[src/rtl/vec_strided_lsu.sv]
// Strided vector load/store unit: walks base + i*stride, issuing one
// word-aligned memory transaction per element, extracting load bytes into
// the packed destination image and replicating store elements across lanes.
module vec_strided_lsu #(
    parameter int VLEN = 128
) (
    input  logic            clk,
    input  logic            reset,
    input  logic            req_valid,
    output logic            req_ready,
    input  logic            req_store,
    input  logic [31:0]     req_base,
    input  logic [31:0]     req_stride,
    input  logic [7:0]      req_vl,
    input  logic [1:0]      req_sew,
    input  logic [VLEN-1:0] req_sdata,
    output logic            done,
    output logic            err,
    output logic [VLEN-1:0] rsp_data,
    output logic            mem_valid,
    input  logic            mem_ready,
    output logic [31:0]     mem_addr,
    output logic [31:0]     mem_wdata,
    output logic [3:0]      mem_wstrb,
    input  logic [31:0]     mem_rdata
);

    typedef enum logic [1:0] {
        S_IDLE  = 2'd0,
        S_ISSUE = 2'd1,
        S_DONE  = 2'd2
    } state_t;

    state_t          state_q, state_d;
    logic            store_q, store_d;
    logic [31:0]     stride_q, stride_d;
    logic [31:0]     addr_q, addr_d;
    logic [7:0]      vl_q, vl_d;
    logic [7:0]      idx_q, idx_d;
    logic [1:0]      sew_q, sew_d;
    logic [VLEN-1:0] sdata_q, sdata_d;
    logic [VLEN-1:0] rsp_q, rsp_d;
    logic            err_q, err_d;

    // An address is unusable when it is not a multiple of the element size.
    function automatic logic misaligned(input logic [1:0] sew, input logic [1:0] a);
        return ((sew == 2'b01) && a[0]) || ((sew == 2'b10) && (a != 2'b00));
    endfunction

    logic [8:0]      req_vlmax;
    logic [15:0]     elem_shift;
    logic [31:0]     src_elem;
    logic [1:0]      lane;
    logic [31:0]     rdata_sh;
    logic [31:0]     load_elem;
    logic [31:0]     addr_next;
    logic [7:0]      idx_next;

    assign lane      = addr_q[1:0];
    assign addr_next = addr_q + stride_q;
    assign idx_next  = idx_q + 8'd1;
    assign mem_addr  = {addr_q[31:2], 2'b00};
    assign rsp_data  = rsp_q;
    assign rdata_sh  = mem_rdata >> {lane, 3'b000};
    assign src_elem  = 32'(sdata_q >> elem_shift);

    // Element-width dependent helpers: VLMAX of the incoming request, bit
    // offset of the current element in the register image, and the load
    // element taken from its byte lane.
    always_comb begin
        req_vlmax  = 9'd0;
        elem_shift = 16'd0;
        load_elem  = rdata_sh;
        case (req_sew)
            2'b00:   req_vlmax = 9'(VLEN / 8);
            2'b01:   req_vlmax = 9'(VLEN / 16);
            2'b10:   req_vlmax = 9'(VLEN / 32);
            default: req_vlmax = 9'd0;
        endcase
        case (sew_q)
            2'b00: begin
                elem_shift = {5'b0, idx_q, 3'b000};
                load_elem  = {24'b0, rdata_sh[7:0]};
            end
            2'b01: begin
                elem_shift = {4'b0, idx_q, 4'b0000};
                load_elem  = {16'b0, rdata_sh[15:0]};
            end
            default: begin
                elem_shift = {3'b0, idx_q, 5'b00000};
                load_elem  = rdata_sh;
            end
        endcase
    end

    // Next-state and output decode of the IDLE/ISSUE/DONE sequencer.
    always_comb begin
        state_d   = state_q;
        store_d   = store_q;
        stride_d  = stride_q;
        addr_d    = addr_q;
        vl_d      = vl_q;
        idx_d     = idx_q;
        sew_d     = sew_q;
        sdata_d   = sdata_q;
        rsp_d     = rsp_q;
        err_d     = err_q;
        req_ready = 1'b0;
        done      = 1'b0;
        err       = 1'b0;
        mem_valid = 1'b0;
        mem_wstrb = 4'b0000;
        case (sew_q)
            2'b00:   mem_wdata = {4{src_elem[7:0]}};
            2'b01:   mem_wdata = {2{src_elem[15:0]}};
            default: mem_wdata = src_elem;
        endcase

        case (state_q)
            S_IDLE: begin
                req_ready = 1'b1;
                if (req_valid) begin
                    store_d  = req_store;
                    stride_d = req_stride;
                    addr_d   = req_base;
                    vl_d     = req_vl;
                    sew_d    = req_sew;
                    sdata_d  = req_sdata;
                    idx_d    = 8'd0;
                    rsp_d    = '0;
                    if ((req_sew == 2'b11) || ({1'b0, req_vl} > req_vlmax) ||
                        misaligned(req_sew, req_base[1:0])) begin
                        err_d   = 1'b1;
                        state_d = S_DONE;
                    end else if (req_vl == 8'd0) begin
                        err_d   = 1'b0;
                        state_d = S_DONE;
                    end else begin
                        err_d   = 1'b0;
                        state_d = S_ISSUE;
                    end
                end
            end
            S_ISSUE: begin
                mem_valid = 1'b1;
                if (store_q) begin
                    case (sew_q)
                        2'b00:   mem_wstrb = 4'b0001 << lane;
                        2'b01:   mem_wstrb = 4'b0011 << lane;
                        default: mem_wstrb = 4'b1111;
                    endcase
                end
                if (mem_ready) begin
                    idx_d  = idx_next;
                    addr_d = addr_next;
                    if (!store_q) begin
                        rsp_d = rsp_q | ({{(VLEN-32){1'b0}}, load_elem} << elem_shift);
                    end
                    // The stepped address is checked even after the final
                    // element, so a misaligning stride is always reported.
                    if (misaligned(sew_q, addr_next[1:0])) begin
                        err_d   = 1'b1;
                        state_d = S_DONE;
                    end else if (idx_next == vl_q) begin
                        state_d = S_DONE;
                    end
                end
            end
            S_DONE: begin
                done    = 1'b1;
                err     = err_q;
                state_d = S_IDLE;
            end
            default: state_d = S_IDLE;
        endcase
    end

    // State register with synchronous reset back to an idle, empty unit.
    always_ff @(posedge clk) begin
        if (reset) begin
            state_q  <= S_IDLE;
            store_q  <= 1'b0;
            stride_q <= 32'd0;
            addr_q   <= 32'd0;
            vl_q     <= 8'd0;
            idx_q    <= 8'd0;
            sew_q    <= 2'b00;
            sdata_q  <= '0;
            rsp_q    <= '0;
            err_q    <= 1'b0;
        end else begin
            state_q  <= state_d;
            store_q  <= store_d;
            stride_q <= stride_d;
            addr_q   <= addr_d;
            vl_q     <= vl_d;
            idx_q    <= idx_d;
            sew_q    <= sew_d;
            sdata_q  <= sdata_d;
            rsp_q    <= rsp_d;
            err_q    <= err_d;
        end
    end

endmodule

[config.mk]
export PLATFORM = sky130hd
export DESIGN_NAME = vec_strided_lsu
export DESIGN_NICKNAME = d
export VERILOG_FILES = /design/src/rtl/vec_strided_lsu.sv
export SDC_FILE = /design/constraint.sdc
export NUM_CORES = 1
export LEC_CHECK = 0
export BUFFER_PORTS_ARGS = -buffer_cell sky130_fd_sc_hd__buf_2
export CORE_ASPECT_RATIO = 1.75
export CORE_MARGIN = 5
export CORE_UTILIZATION = 29
export CTS_BUF_LIST = sky130_fd_sc_hd__clkbuf_16
export CTS_CLUSTER_SIZE = 16
export DETAILED_ROUTE_END_ITERATION = 8
export PLACE_DENSITY = 0.5
export SYNTH_ARGS = -nofsm -noshare
export SYNTH_HDL_FRONTEND = slang
export SYNTH_SLANG_ARGS = --single-unit
[constraint.sdc]
create_clock -name clk -period 4 [get_ports clk]
set_input_delay 0.8 -clock clk [delete_from_list [all_inputs] [get_ports clk]]
set_output_delay 0.8 -clock clk [all_outputs]
set_load 0.01 [all_outputs]
# --- After elaboration in Yosys (flattened, before gate mapping) ---
# Cells that the tools add are included.
word_totals:
  in_bits: 239
  elab_cells: 85
  reg_bits: 342
  output_inout_bits: 200
op_classes:
  n_bitwise: 1
  n_addsub: 2
  reduce_logical: 20
  n_lt_le_gt_ge: 1
  eq_ne: 13
  shift: 5
  muxes: 33
op_table:
  columns: ["cell", "count"]
  rows:
  - ["$mux 128", 3]
  - ["$pmux 128 s2", 1]
  - ["$pmux 32 s2", 3]
  - ["$or 128x128->128", 1]
  - ["$shl 32x16->128", 1]
  - ["$shr 128x16->32", 1]
  - ["$mux 32", 2]
  - ["$add 32x32->32", 1]
  - ["$shr 32x5->32", 1]
  - ["$pmux 13 s2", 1]
  - ["$mux 8", 2]
  - ["$pmux 8 s2", 1]
  - ["$pmux 5 s3", 1]
  - ["$mux 2", 6]
  - ["$gt 8x9->1", 1]
  - ["$add 8x1->8 const B", 1]
  - ["$eq 2x2->1 const B", 4]
  - ["$eq 8x8->1", 1]
  - ["$logic_not 8->1", 1]
  - ["$mux 1", 8]
  - ["$mux 4", 2]
  - ["$ne 2x2->1 const B", 4]
  - ["$pmux 4 s2", 1]
  - ["$reduce_and 4->1", 2]
  - ["12 further kinds", 25]

# --- Longest topological paths before layout ---
# Gate-level depths: netlist (run 1).
depth:
  word_depth: 8
  mapped_depth: 12
  mapped_depth_nobuf: 11

# --- Least setup slack after synthesis (run 1) ---
# OpenSTA, ideal clock, no wires.
synth_path:
  path_kind: "reg-to-output"
  start: "reg idx_q[0]"
  end: "out mem_wdata[26]"
  path_slack_ns: 1.005
  stages_incl_launch_ff: 11
  required_time_ns: 3.200
  arrival_time_ns: 2.195
  cell_sequence: "dfxtp_1 -> buf_4 -> or3b_1 -> buf_4 -> buf_6 -> mux2i_1 -> a221oi_1 -> a21oi_1 -> nor2_2 -> mux2i_1 -> o22ai_1"
synth_between:
  elab_chain_len: 3
synth_lines:
  columns: ["element", "line", "source"]
  rows:
  - ["start, declared", "39", "logic [7:0] idx_q, idx_d;"]
  - ["start signal, assigned", "197", "idx_q <= idx_d;"]
  - ["$pmux 13 s2", "80", "case (sew_q)"]
  - ["$shr 128x16->32", "65", "assign src_elem = 32'(sdata_q >> elem_shift);"]
  - ["$pmux 32 s2", "113", "case (sew_q)"]
  - ["end, declared", "23", "output logic [31:0] mem_wdata,"]
# No other way between the ends.

# --- Worst setup path after layout (run 1) ---
layout_path:
  start: "reg sew_q[0]"
  end: "out mem_wdata[27]"
layout_between:
  elab_chain_len: 4
  elab_cells_between_ends: 5
layout_lines:
  columns: ["element", "line", "source"]
  rows:
  - ["start, declared", "40", "logic [1:0] sew_q, sew_d;"]
  - ["start signal, assigned", "198", "sew_q <= sew_d;"]
  - ["$eq 2x1->1 / $logic_not 2->1 (equally long branches)", "80, 113", null]
  - ["$pmux 13 s2", "80", null]
  - ["$shr 128x16->32", "65", null]
  - ["$pmux 32 s2 *", "113", null]
# Every way passes the cells marked *; elsewhere a longest branch is shown, timed or not.

==> impl_results.html, run 1 <==
<table>
<tr><th>Metric</th><th>Value</th></tr>
<tr><th colspan="2">Status</th></tr>
<tr><td>Run status</td><td>finished with violations</td></tr>
<tr><td>Violations in the final reports</td><td>setup timing</td></tr>
<tr><th colspan="2">Synthesis</th></tr>
<tr><td>Synthesized-area fraction occupied by adder cells</td><td>0.0250</td></tr>
<tr><td>Distinct cells, synth</td><td>80</td></tr>
<tr><td>Warning count from the yosys run</td><td>0</td></tr>
<tr><td>Biggest area contributors in the synthesized netlist</td><td>dfxtp_1 (37%), a21oi_1 (12%), nand2_1 (10%)</td></tr>
<tr><td>Area of the mapped netlist</td><td>18,300 µm²</td></tr>
<tr><td>Flip-flop cell with the highest count after synthesis</td><td>dfxtp_1</td></tr>
<tr><td>Yosys top cell area share</td><td>0.374</td></tr>
<tr><td>Post-synth EDFFs</td><td>0</td></tr>
<tr><td>Asr flop ratio synth</td><td>0</td></tr>
<tr><td>Xor/xnor cell area share of the yosys netlist</td><td>0.0186</td></tr>
<tr><td>Synthesis-stage register bit count</td><td>342</td></tr>
<tr><td>Biggest area consumer among synthesized cells</td><td>dfxtp_1</td></tr>
<tr><td>Largest family of logic cells by synthesized area</td><td>compound AO/OA/AOI/OAI gates</td></tr>
<tr><td>Cell count after synthesis</td><td>2,411</td></tr>
<tr><td>Complex-gate fraction of the synthesized area</td><td>0.235</td></tr>
<tr><td>Avg Inst Size Synth</td><td>7.60 µm²</td></tr>
<tr><td>Fraction of the mapped netlist area in simple logic gates</td><td>0.201</td></tr>
<tr><td>Post-synthesis mux area share</td><td>0.0864</td></tr>
<tr><td>Seq/Total Area, Yosys</td><td>0.374</td></tr>
<tr><th colspan="2">Clocking</th></tr>
<tr><td>Number of clock buffers inserted by TritonCTS</td><td>36</td></tr>
<tr><td>Number of H-tree branching levels</td><td>2</td></tr>
<tr><td>Longest Clk Path Bufs</td><td>3</td></tr>
<tr><td>Clock tree from TritonCTS</td><td>done</td></tr>
<tr><td>Latest clock arrival within the worst-skew pair</td><td>0.58 ns</td></tr>
<tr><td>Post-CTS clock slew at the launch and capture registers of the worst setup and hold paths</td><td>0.07 ns</td></tr>
<tr><td>CTS sink count</td><td>342</td></tr>
<tr><td>Root buffer cell</td><td>clkbuf_16</td></tr>
<tr><th colspan="2">Place</th></tr>
<tr><td>Detailed placement HPWL</td><td>70.2 mm</td></tr>
<tr><td>Place WS</td><td>0.134 ns</td></tr>
<tr><td>Number of buffer cells added on primary ports</td><td>436</td></tr>
<tr><td>Placed Cells</td><td>3,541</td></tr>
<tr><td>RD Place Congestion</td><td>0.986</td></tr>
<tr><th colspan="2">GRT</th></tr>
<tr><td>Wire length of the first global-routing pass</td><td>130 mm</td></tr>
<tr><td>Number of antenna violations at the first check in global routing</td><td>13</td></tr>
<tr><td>Vias in the first global route</td><td>19,800</td></tr>
<tr><td>Combined global-route utilization of all metal layers</td><td>0.253</td></tr>
<tr><td>Maximum number of pins on one net before global-route repair</td><td>102</td></tr>
<tr><td>Grt total ovfl</td><td>0</td></tr>
<tr><th colspan="2">Timing</th></tr>
<tr><td>Final worst setup slack</td><td>-0.0453 ns</td></tr>
<tr><td>Final setup skew</td><td>0.0147 ns</td></tr>
<tr><td>Slew Viols, Final</td><td>0</td></tr>
<tr><td>Fmax achieved</td><td>247 MHz</td></tr>
<tr><td>Relative max-transition margin</td><td>0.398</td></tr>
<tr><td>Final setup violation count</td><td>3</td></tr>
<tr><td>Transition at the pin with the smallest max-transition slack</td><td>0.899 ns</td></tr>
<tr><td>Setup_tns</td><td>-0.0858 ns</td></tr>
<tr><td>Final period util</td><td>1.01</td></tr>
<tr><td>Clock period minus final worst setup slack</td><td>4.05 ns</td></tr>
<tr><td>Number of hold violations in the final report</td><td>0</td></tr>
<tr><td>RSZ-0062 raised after global routing</td><td>true</td></tr>
<tr><th colspan="2">Layout</th></tr>
<tr><td>Final Non-Filler Cells</td><td>3,641</td></tr>
<tr><td>Area of the multi-input gates</td><td>10,900 µm²</td></tr>
<tr><td>Area delta synth-&gt;final</td><td>28.2%</td></tr>
<tr><td>Share of cells above drive strength 1</td><td>0.262</td></tr>
<tr><td>Reg area</td><td>6860 µm²</td></tr>
<tr><td>Layout filler cell count</td><td>6,722</td></tr>
<tr><td>Layout net count</td><td>3,075</td></tr>
<tr><th colspan="2">Routing</th></tr>
<tr><td>Number of iterations in the first detailed-routing pass</td><td>7</td></tr>
<tr><td>Vias</td><td>19,500</td></tr>
<tr><td>Routed WL per cell</td><td>25.1 µm</td></tr>
<tr><td>Count of routing violations after the opening detailed-route iteration</td><td>1,172</td></tr>
<tr><td>Drt via density</td><td>5.35</td></tr>
<tr><td>DRC violations left</td><td>0</td></tr>
<tr><td>Remaining number of nets flagged by the antenna check after routing</td><td>0</td></tr>
<tr><td>Total wire length</td><td>91.4 mm</td></tr>
<tr><th colspan="2">Power</th></tr>
<tr><td>Relative contribution of sequential cells to total power</td><td>0.373</td></tr>
<tr><td>Leak</td><td>9.69 nW</td></tr>
<tr><td>Clock network fraction of total power</td><td>0.332</td></tr>
<tr><td>VDD IR-drop max</td><td>0.346 mV</td></tr>
<tr><td>Final Total Pwr</td><td>10.6 mW</td></tr>
<tr><td>Pwr Density</td><td>452 nW/µm²</td></tr>
<tr><td>Proportion of power drawn by combinational gates</td><td>0.295</td></tr>
<tr><td>Fraction of power spent switching nets</td><td>0.361</td></tr>
<tr><td>Internal Pwr Total</td><td>6.79 mW</td></tr>
<tr><td>Switching pwr</td><td>3.84 mW</td></tr>
<tr><th colspan="2">Critical path</th></tr>
<tr><td>Kind of launch point of the worst setup path</td><td>flop</td></tr>
<tr><td>Data required, critical path</td><td>3.20 ns</td></tr>
<tr><td>Worst r2r src</td><td>stride_q[0]</td></tr>
<tr><td>R2R Path End</td><td>addr_q[28]</td></tr>
<tr><td>Worst EP arrival</td><td>3.25 ns</td></tr>
<tr><td>Maximum fanout count along the critical path</td><td>9</td></tr>
<tr><td>Worst setup path end</td><td>mem_wdata[27]</td></tr>
<tr><td>Depth of the worst register-to-register path</td><td>11</td></tr>
<tr><td>Type of element capturing the critical path</td><td>primary output</td></tr>
<tr><td>Setup Crit Path Kind</td><td>reg2out</td></tr>
<tr><td>Reg2Reg Setup Slack</td><td>0.77 ns</td></tr>
<tr><td>Crit. Startpoint</td><td>sew_q[0]</td></tr>
<tr><th colspan="2">Flow run</th></tr>
<tr><td>Maxcap violations</td><td>0</td></tr>
<tr><th colspan="2">Floorplan</th></tr>
<tr><td>Die footprint</td><td>68,500 µm²</td></tr>
<tr><td>Cell row count</td><td>122</td></tr>
<tr><td>Vertical die dimension</td><td>343 µm</td></tr>
<tr><td>I/O pins</td><td>439</td></tr>
<tr><td>Starting density of the core</td><td>0.291</td></tr>
<tr><td>Chip Width</td><td>200 µm</td></tr>
<tr><td>Core outline area</td><td>63,000 µm²</td></tr>
<tr><th colspan="2">Hold path</th></tr>
<tr><td>Type of the tightest min-delay check</td><td>in2reg</td></tr>
</table>
stage by stage:
| step | util | area (µm²) | hold WS [ns] |
|---|---|---|---|
| 6_report | 0.373 | 23500 | 0.458 |
| 3_5_place_dp | 0.338 | 21300 | 0.449 |
| 2_1_floorplan | - | 18300 | 0.433 |
| 3_3_place_gp | 0.338 | 21300 | 0.442 |
| 4_1_cts | 0.365 | 23000 | 0.421 |
| 5_1_grt | 0.373 | 23500 | 0.435 |
sequential cells by signal (all words and copies together), names as in the netlist:
| name | count |
|---|---|
| sew_q | 2 |
| err_q | 1 |
| idx_q | 8 |
| vl_q | 8 |
| rsp_data | 128 |
| state_q | 2 |
| addr_q | 32 |
| stride_q | 32 |
| store_q | 1 |
| sdata_q | 128 |
power by group through the flow:
stage | logic (mW) | registers [mW] | clock network, mW
final | 3.14 | 3.96 | 3.54
after global routing | 3.37 | 3.99 | 3.77
after CTS | 3.05 | 3.95 | 3.65
after detailed placement | 2.94 | 4.02 | 0
after global placement | 2.93 | 4.01 | 0
after floorplan | 1.83 | 3.89 | 0
layer usage:
layer	GRT usage	vias to the layer above	wire (µm)
li1	-	9211	-
met1	0.258	9252	31900
met2	0.465	770	46700
met3	0.0581	223	6510
met4	0.143	12	6160
met5	0	-	93
synthesized netlist by cell type, drive strengths merged, types with 5 or more instances:
library cell    n
nand2         511
dfxtp         342
o22ai          18
or3             5
a211oi         13
and2           14
o21bai          5
inv            12
o21ai         102
nor3           13
a311oi          7
mux2i         132
a22o            8
xor2           19
o2bb2ai        10
buf            97
nor2b           6
nand2b         12
o21a           11
a21o           19
mux2           15
a21oi         434
xnor2          20
clkbuf        109
nor2          240
o211ai         14
nand3          40
a221oi         33
nand4          10
a22oi          18
and3           20
a31oi          17
ha             35
cells in the final DEF, fill, tap and decap left out, drive strengths merged, types with 17 or more instances in the layout:
master,synthesis,final
buf,97,549
nand2,511,511
a21oi,434,434
dfxtp,342,342
nor2,240,240
mux2i,132,132
o21ai,102,102
clkbuf,109,40
nand3,40,40
ha,35,35
a221oi,33,33
xnor2,20,20
and3,20,20
a21o,19,19
xor2,19,19
a22oi,18,18
o22ai,18,18
clkinv,1,18
a31oi,17,17
critical path: stages (launching register included):
cell,delay (ns)
dfxtp_4,0.36
buf_8,0.14
nor3b_4,0.26
buf_12,0.21
buf_12,0.17
mux2i_4,0.09
a222oi_1,0.56
a21oi_1,0.16
a21oi_2,0.24
nand2b_1,0.09
nand2_1,0.10
o2bb2ai_2,0.12
buf_6,0.14
cell type report:
class,count,share of cell area
Clock buffer,36,0.0383
Tap cell,806,0.0429
Antenna cell,7,0.000745
Clock inverter,30,0.0135
Inverter,13,0.00224
Sequential cell,342,0.292
Multi-Input combinational cell,1851,0.463
Timing Repair Buffer,556,0.148
worst min path at each step:
| stage | from | to | cells past startpoint |
|---|---|---|---|
| final | req_stride[20] | stride_q[20] | 3 |
| after global routing | req_sdata[98] | sdata_q[98] | 3 |
| after CTS | req_stride[20] | stride_q[20] | 3 |
| after floorplan | sdata_q[6] | sdata_q[6] | 2 |
| after global placement | rsp_data[107] | rsp_data[107] | 2 |
| after detailed placement | rsp_data[105] | rsp_data[105] | 2 |
cells by family (layout without fill, tap and decap cells):
logic type,after synthesis,in the layout
simple gates,887,887
flops,342,342
other cells,1,9
fa+ha+maj,36,36
mux,151,151
compound gates,736,736
buf+inv,219,635
xor+xnor,39,39
timing repair:
action | CTS | global route
gates resized for setup | 85 | 58
setup endpoints to repair | 29 | 24
pin swaps | 14 | 13
setup buffers | 9 | 12
cloned | 3 | 4
hold buffers | 0 | 0
Note: power is estimated with default switching activity, not from simulation.
==> inputs of run 2 (changes only) <==
- BUFFER_PORTS_ARGS: -buffer_cell sky130_fd_sc_hd__buf_2 -> unset
- DONT_BUFFER_PORTS: unset -> 1
- PLACE_DENSITY: 0.5 -> 0.45
==> run 2 against run 1 <==
Net effect: the run still ends with setup timing left; utilization decreased by 3.5 points; worst hold slack got worse by 0.16 ns; critical path type unchanged; cell count decreased by 11%.
==> impl_results.html, run 2 (synthesis results as in run 1) <==
<table>
<tr><th>Metric</th><th>Value</th></tr>
<tr><th colspan="2">Status</th></tr>
<tr><td>Run status</td><td>finished with violations</td></tr>
<tr><td>Violations in the final reports</td><td>setup timing</td></tr>
<tr><th colspan="2">Layout</th></tr>
<tr><td>Area delta synth-&gt;final</td><td>16.2%</td></tr>
<tr><td>Layout net count</td><td>2,662</td></tr>
<tr><td>Commonest cells after routing, fill and taps aside</td><td>nand2_1 (506), a21oi_1 (418), dfxtp_1 (337)</td></tr>
<tr><td>Layout filler cell count</td><td>6,789</td></tr>
<tr><td>Share of cells above drive strength 1</td><td>0.127</td></tr>
<tr><td>Commonest non-fill, non-tap cell in the layout</td><td>nand2_1</td></tr>
<tr><td>Cell area after layout</td><td>21,300 µm²</td></tr>
<tr><th colspan="2">GRT</th></tr>
<tr><td>Met3 track utilization from global routing</td><td>0.0643</td></tr>
<tr><td>Maximum number of pins on one net before global-route repair</td><td>216</td></tr>
<tr><td>Most used routing layer</td><td>met2</td></tr>
<tr><td>Number of antenna violations at the first check in global routing</td><td>5</td></tr>
<tr><td>Combined global-route utilization of all metal layers</td><td>0.241</td></tr>
<tr><td>Global-route track usage on met2</td><td>0.447</td></tr>
<tr><td>Grt total ovfl</td><td>0</td></tr>
<tr><td>Vias in the first global route</td><td>17,600</td></tr>
<tr><td>Global routing met1 resource utilization</td><td>0.246</td></tr>
<tr><td>Wire length of the first global-routing pass</td><td>123 mm</td></tr>
<tr><th colspan="2">Timing</th></tr>
<tr><td>Transition at the pin with the smallest max-transition slack</td><td>0.875 ns</td></tr>
<tr><td>Final period util</td><td>1.00</td></tr>
<tr><td>RSZ-0062 raised after global routing</td><td>true</td></tr>
<tr><td>Number of hold violations in the final report</td><td>0</td></tr>
<tr><td>Fmax achieved</td><td>250 MHz</td></tr>
<tr><td>Relative max-transition margin</td><td>0.416</td></tr>
<tr><td>Slew Viols, Final</td><td>0</td></tr>
<tr><td>Final worst setup slack</td><td>-0.00409 ns</td></tr>
<tr><td>Clock period minus final worst setup slack</td><td>4.00 ns</td></tr>
<tr><td>Final setup violation count</td><td>1</td></tr>
<tr><td>Final setup skew</td><td>0.0208 ns</td></tr>
<tr><td>Setup_tns</td><td>-0.00409 ns</td></tr>
<tr><th colspan="2">Place</th></tr>
<tr><td>RD Place Congestion</td><td>0.989</td></tr>
<tr><td>Number of buffer cells added on primary ports</td><td>0</td></tr>
<tr><td>Detailed placement HPWL</td><td>67.2 mm</td></tr>
<tr><td>Place WS</td><td>0.0324 ns</td></tr>
<tr><td>Area after detailed placement</td><td>19,200 µm²</td></tr>
<tr><th colspan="2">Clocking</th></tr>
<tr><td>Post-CTS clock slew at the launch and capture registers of the worst setup and hold paths</td><td>0.07 ns</td></tr>
<tr><td>Number of H-tree branching levels</td><td>2</td></tr>
<tr><td>CTS sink count</td><td>342</td></tr>
<tr><td>Root buffer cell</td><td>clkbuf_16</td></tr>
<tr><td>Number of clock buffers inserted by TritonCTS</td><td>36</td></tr>
<tr><td>Longest Clk Path Bufs</td><td>3</td></tr>
<tr><td>Clock tree from TritonCTS</td><td>done</td></tr>
<tr><td>Latest clock arrival within the worst-skew pair</td><td>0.58 ns</td></tr>
<tr><th colspan="2">Routing</th></tr>
<tr><td>Drt via density</td><td>5.54</td></tr>
<tr><td>Vias</td><td>17,900</td></tr>
<tr><td>Number of iterations in the first detailed-routing pass</td><td>5</td></tr>
<tr><td>DRC violations left</td><td>0</td></tr>
<tr><td>Routed WL per cell</td><td>27.2 µm</td></tr>
<tr><td>Count of routing violations after the opening detailed-route iteration</td><td>986</td></tr>
<tr><td>Remaining number of nets flagged by the antenna check after routing</td><td>0</td></tr>
<tr><td>Total wire length</td><td>87.6 mm</td></tr>
<tr><th colspan="2">Power</th></tr>
<tr><td>Fraction of power spent switching nets</td><td>0.351</td></tr>
<tr><td>Leak</td><td>7.80 nW</td></tr>
<tr><td>Internal Pwr Total</td><td>6.76 mW</td></tr>
<tr><td>Relative contribution of sequential cells to total power</td><td>0.385</td></tr>
<tr><td>VDD IR-drop max</td><td>0.396 mV</td></tr>
<tr><td>Switching pwr</td><td>3.66 mW</td></tr>
<tr><td>Clock network fraction of total power</td><td>0.350</td></tr>
<tr><td>Proportion of power drawn by combinational gates</td><td>0.265</td></tr>
<tr><td>Pwr Density</td><td>489 nW/µm²</td></tr>
<tr><th colspan="2">Flow run</th></tr>
<tr><td>Maxcap violations</td><td>0</td></tr>
<tr><th colspan="2">Hold path</th></tr>
<tr><td>Type of the tightest min-delay check</td><td>in2reg</td></tr>
<tr><th colspan="2">Critical path</th></tr>
<tr><td>Setup Crit Path Kind</td><td>reg2out</td></tr>
<tr><td>Maximum fanout count along the critical path</td><td>16</td></tr>
<tr><td>Worst-path cell chain</td><td>nand2b_1, a21oi_4, buf_4, mux4_2, o211ai_1, a21oi_1, a31o_1, mux2i_1, o22ai_2, buf_4</td></tr>
<tr><td>Critical-path cell with the highest stage delay</td><td>mux4_2</td></tr>
<tr><td>Worst path bufs/invs</td><td>2</td></tr>
<tr><td>Critical Path Max Stage Delay</td><td>0.41 ns</td></tr>
<tr><td>Type of element capturing the critical path</td><td>primary output</td></tr>
<tr><td>Reg2Reg Setup Slack</td><td>0.64 ns</td></tr>
<tr><td>Data required, critical path</td><td>3.20 ns</td></tr>
<tr><td>Kind of launch point of the worst setup path</td><td>flop</td></tr>
<tr><td>Worst EP arrival</td><td>3.20 ns</td></tr>
<tr><td>Library cell appearing most often on the critical path</td><td>buf_4</td></tr>
<tr><td>Top delay family on crit path</td><td>compound AO/OA/AOI/OAI gates</td></tr>
<tr><th colspan="2">Floorplan</th></tr>
<tr><td>Die footprint</td><td>68,500 µm²</td></tr>
<tr><td>I/O pins</td><td>439</td></tr>
<tr><td>Cell row count</td><td>122</td></tr>
<tr><td>Core outline area</td><td>63,000 µm²</td></tr>
<tr><td>Starting density of the core</td><td>0.291</td></tr>
<tr><td>Chip Width</td><td>200 µm</td></tr>
<tr><td>Vertical die dimension</td><td>343 µm</td></tr>
</table>
run 2: cell count changes in the layout (fill, tap and decap cells not counted), sizes merged:
cell    previous run  this run
bufinv             5         7
buf              549       141
bufbuf             3         0
diode              7         3
clkinv            18        12
inv               15        18
clkbuf            40        38
run 2: power groups by stage:
stage / Clock, mW / Combinational (mW) / Sequential (mW)
detailed placement: 0 / 2.61 / 4.08
global route: 3.89 / 2.98 / 4.04
global placement: 0 / 2.60 / 4.08
finish: 3.65 / 2.76 / 4.01
CTS: 3.76 / 2.69 / 4.01
floorplan: 0 / 1.83 / 3.89
run 2: area by class of cell:
cell class,instances,area (µm²),area share
timing repair buffer,143,1370,0.0642
sequential,342,6860,0.322
antenna,3,7.51,0.000352
clock buffer,36,901,0.0423
tap,806,1010,0.0473
inverter,13,48.8,0.00229
multi-input combinational,1851,10800,0.505
clock inverter,29,357,0.0167
run 2: stage by stage:
| stage | power, mW | hold WS, ns | instances | util |
|---|---|---|---|---|
| final | 10.4 | 0.297 | 3223 | 0.338 |
| after floorplan | 5.73 | 0.433 | 2412 | - |
| after detailed placement | 6.69 | 0.447 | 3112 | 0.305 |
| after CTS | 10.5 | 0.269 | 3192 | 0.331 |
| after global routing | 10.9 | 0.263 | 3220 | 0.338 |
| after global placement | 6.68 | 0.442 | 3112 | 0.305 |
run 2: timing repair:
action	4_1_cts	5_1_grt
gates cloned	2	2
gates resized for setup	57	45
endpoints found under the hold margin	0	0
setup endpoints to repair	32	22
setup buffers	13	26
hold buffers	0	0
pin swaps	13	17
run 2: layer usage:
layer / share of wire / up-vias
li1: - / 8357
met1: 0.34 / 8612
met2: 0.52 / 722
met3: 0.079 / 172
met4: 0.054 / 4
met5: 0.00031 / -
run 2: final timing paths:
check / depth (start not counted) / endpoint / start
setup / recovery: 10 / mem_wdata[29] / sew_q[0]
hold / removal: 1 / addr_q[13] / reset
setup reg to reg: 10 / rsp_data[120] / addr_q[0]
hold reg to reg: 2 / stride_q[11] / stride_q[11]
==> inputs of run 3 (changes only) <==
- CTS_BUF_LIST: sky130_fd_sc_hd__clkbuf_16 -> sky130_fd_sc_hd__clkbuf_8
==> run 3 against run 2 <==
Net effect: the flow still finishes with violations (setup timing); sequential share of layout area fell by 0.71 points; worst hold slack worse by 0.11 ns; total power is 2.0% lower; non-clock buffer count up 13; register-to-register slack improved by 0.08 ns; clock power shrank 9.3%; critical path depth increased by 1; sequential cell count unchanged; utilization grew 0.77 points; die area stayed put; critical path type unchanged; critical endpoint is now mem_wdata[30]; largest cell class unchanged; largest power group unchanged.
==> impl_results.html, run 3 (synthesis results as in run 1) <==
<table>
<tr><th>Metric</th><th>Value</th></tr>
<tr><th colspan="2">Status</th></tr>
<tr><td>Run status</td><td>finished with violations</td></tr>
<tr><td>Violations in the final reports</td><td>setup timing</td></tr>
<tr><th colspan="2">Routing</th></tr>
<tr><td>Routed WL per cell</td><td>27.1 µm</td></tr>
<tr><td>Remaining number of nets flagged by the antenna check after routing</td><td>0</td></tr>
<tr><td>Count of routing violations after the opening detailed-route iteration</td><td>960</td></tr>
<tr><td>Drt via density</td><td>5.56</td></tr>
<tr><td>DRC violations left</td><td>0</td></tr>
<tr><td>Number of iterations in the first detailed-routing pass</td><td>6</td></tr>
<tr><td>Total wire length</td><td>88.6 mm</td></tr>
<tr><td>Vias</td><td>18,100</td></tr>
<tr><th colspan="2">Critical path</th></tr>
<tr><td>Data required, critical path</td><td>3.20 ns</td></tr>
<tr><td>Maximum fanout count along the critical path</td><td>8</td></tr>
<tr><td>Worst EP arrival</td><td>3.29 ns</td></tr>
<tr><td>Type of element capturing the critical path</td><td>primary output</td></tr>
<tr><td>Kind of launch point of the worst setup path</td><td>flop</td></tr>
<tr><td>Worst r2r src</td><td>addr_q[3]</td></tr>
<tr><td>Reg2Reg Setup Slack</td><td>0.72 ns</td></tr>
<tr><td>Crit. Startpoint</td><td>sew_q[1]</td></tr>
<tr><td>Setup Crit Path Kind</td><td>reg2out</td></tr>
<tr><th colspan="2">Flow run</th></tr>
<tr><td>Maxcap violations</td><td>0</td></tr>
<tr><th colspan="2">Layout</th></tr>
<tr><td>Area delta synth-&gt;final</td><td>18.9%</td></tr>
<tr><td>Area of the multi-input gates</td><td>11,100 µm²</td></tr>
<tr><td>Final Non-Filler Cells</td><td>3,264</td></tr>
<tr><td>Commonest non-fill, non-tap cell in the layout</td><td>nand2_1</td></tr>
<tr><td>Reg area</td><td>6860 µm²</td></tr>
<tr><td>Share of cells above drive strength 1</td><td>0.164</td></tr>
<tr><td>Commonest cells after routing, fill and taps aside</td><td>nand2_1 (503), a21oi_1 (404), dfxtp_1 (337)</td></tr>
<tr><td>Layout net count</td><td>2,692</td></tr>
<tr><td>Layout filler cell count</td><td>6,782</td></tr>
<tr><th colspan="2">Place</th></tr>
<tr><td>Number of buffer cells added on primary ports</td><td>0</td></tr>
<tr><td>RD Place Congestion</td><td>0.989</td></tr>
<tr><td>Detailed placement HPWL</td><td>67.2 mm</td></tr>
<tr><td>Placed Cells</td><td>3,112</td></tr>
<tr><th colspan="2">Timing</th></tr>
<tr><td>Clock period minus final worst setup slack</td><td>4.09 ns</td></tr>
<tr><td>Relative max-transition margin</td><td>0.432</td></tr>
<tr><td>Final worst setup slack</td><td>-0.0876 ns</td></tr>
<tr><td>Final setup skew</td><td>0.0440 ns</td></tr>
<tr><td>Final setup violation count</td><td>5</td></tr>
<tr><td>Number of hold violations in the final report</td><td>0</td></tr>
<tr><td>Slew Viols, Final</td><td>0</td></tr>
<tr><td>Setup_tns</td><td>-0.229 ns</td></tr>
<tr><td>RSZ-0062 raised after global routing</td><td>true</td></tr>
<tr><td>Transition at the pin with the smallest max-transition slack</td><td>0.851 ns</td></tr>
<tr><td>Hold slack final</td><td>0.185 ns</td></tr>
<tr><td>Fmax achieved</td><td>245 MHz</td></tr>
<tr><td>Final period util</td><td>1.02</td></tr>
<tr><th colspan="2">GRT</th></tr>
<tr><td>Vias in the first global route</td><td>18,000</td></tr>
<tr><td>Wire length of the first global-routing pass</td><td>125 mm</td></tr>
<tr><td>Grt total ovfl</td><td>0</td></tr>
<tr><td>Maximum number of pins on one net before global-route repair</td><td>216</td></tr>
<tr><td>Number of antenna violations at the first check in global routing</td><td>6</td></tr>
<tr><td>Combined global-route utilization of all metal layers</td><td>0.243</td></tr>
<tr><th colspan="2">Clocking</th></tr>
<tr><td>CTS sink count</td><td>342</td></tr>
<tr><td>Post-CTS clock slew at the launch and capture registers of the worst setup and hold paths</td><td>0.06 ns</td></tr>
<tr><td>Number of clock buffers inserted by TritonCTS</td><td>53</td></tr>
<tr><td>Number of H-tree branching levels</td><td>2</td></tr>
<tr><td>Root buffer cell</td><td>clkbuf_8</td></tr>
<tr><td>Longest Clk Path Bufs</td><td>3</td></tr>
<tr><td>Clock tree from TritonCTS</td><td>done</td></tr>
<tr><td>Number of hold buffers added after cts</td><td>0</td></tr>
<tr><td>Latest clock arrival within the worst-skew pair</td><td>0.70 ns</td></tr>
<tr><th colspan="2">Power</th></tr>
<tr><td>Pwr Density</td><td>468 nW/µm²</td></tr>
<tr><td>VDD IR-drop max</td><td>0.276 mV</td></tr>
<tr><td>Leak</td><td>7.99 nW</td></tr>
<tr><th colspan="2">Floorplan</th></tr>
<tr><td>Core outline area</td><td>63,000 µm²</td></tr>
<tr><td>I/O pins</td><td>439</td></tr>
<tr><td>Starting density of the core</td><td>0.291</td></tr>
<tr><td>Cell row count</td><td>122</td></tr>
<tr><td>Chip Width</td><td>200 µm</td></tr>
<tr><td>Vertical die dimension</td><td>343 µm</td></tr>
<tr><td>Die footprint</td><td>68,500 µm²</td></tr>
<tr><th colspan="2">Hold path</th></tr>
<tr><td>Critical hold path startpoint</td><td>reset</td></tr>
<tr><td>Type of the tightest min-delay check</td><td>in2reg</td></tr>
</table>
## run 3: repair_timing
action / 4_1_cts / 5_1_grt
setup endpoints to repair: 33 / 24
endpoints found under the hold margin: 0 / 0
cloned: 2 / 3
resized for setup: 120 / 77
pin swaps: 21 / 32
setup buffers: 39 / 14
## run 3: layout make-up
| type | instances | area share |
|---|---|---|
| clock inverter | 24 | 0.0111 |
| clock buffer | 68 | 0.0430 |
| timing repair buffer | 156 | 0.0708 |
| inverter | 13 | 0.00224 |
| multi-input combinational | 1851 | 0.511 |
| sequential | 342 | 0.315 |
| tap | 806 | 0.0463 |
| antenna | 4 | 0.000459 |
## run 3: metal layers
layer  track usage  wire, µm  vias to the layer above  part of all wire
met3        0.0673      7120                      198             0.080
met2         0.451     46000                      784              0.52
met1         0.245     30200                     8730              0.34
met5             0        32                        -           0.00036
met4         0.121      5210                        4             0.059
li1              -         -                     8427                 -
## run 3: worst max-delay path: stages (launching register included)
cell     delay, ns
dfxtp_4       0.39
nor3b_4       0.22
buf_6         0.15
buf_16        0.14
buf_12        0.15
buf_12        0.13
mux4_2        0.55
o21ai_4       0.25
a21oi_4       0.12
mux2i_1       0.18
o22ai_1       0.14
buf_4         0.17
## run 3: worst paths after layout
path / end / cells after the start
setup / recovery: mem_wdata[30] / 11
hold / removal: stride_q[13] / 1
setup reg to reg: addr_q[31] / 10
hold reg to reg: stride_q[11] / 2
## run 3: power breakdown
part | switching, mW | internal, mW
Sequential | 0.354 | 3.66
Combinational | 1.84 | 1.04
Clock | 1.51 | 1.80
## run 3: per-stage QoR
stage	util	instance area, µm²	power [mW]	setup WS [ns]
floorplan	-	18300	5.73	1.00
global placement	0.305	19200	6.68	-0.0131
global route	0.345	21800	10.7	-0.190
detailed placement	0.305	19200	6.69	0.0324
finish	0.346	21800	10.2	-0.0876
CTS	0.337	21300	10.2	-0.101
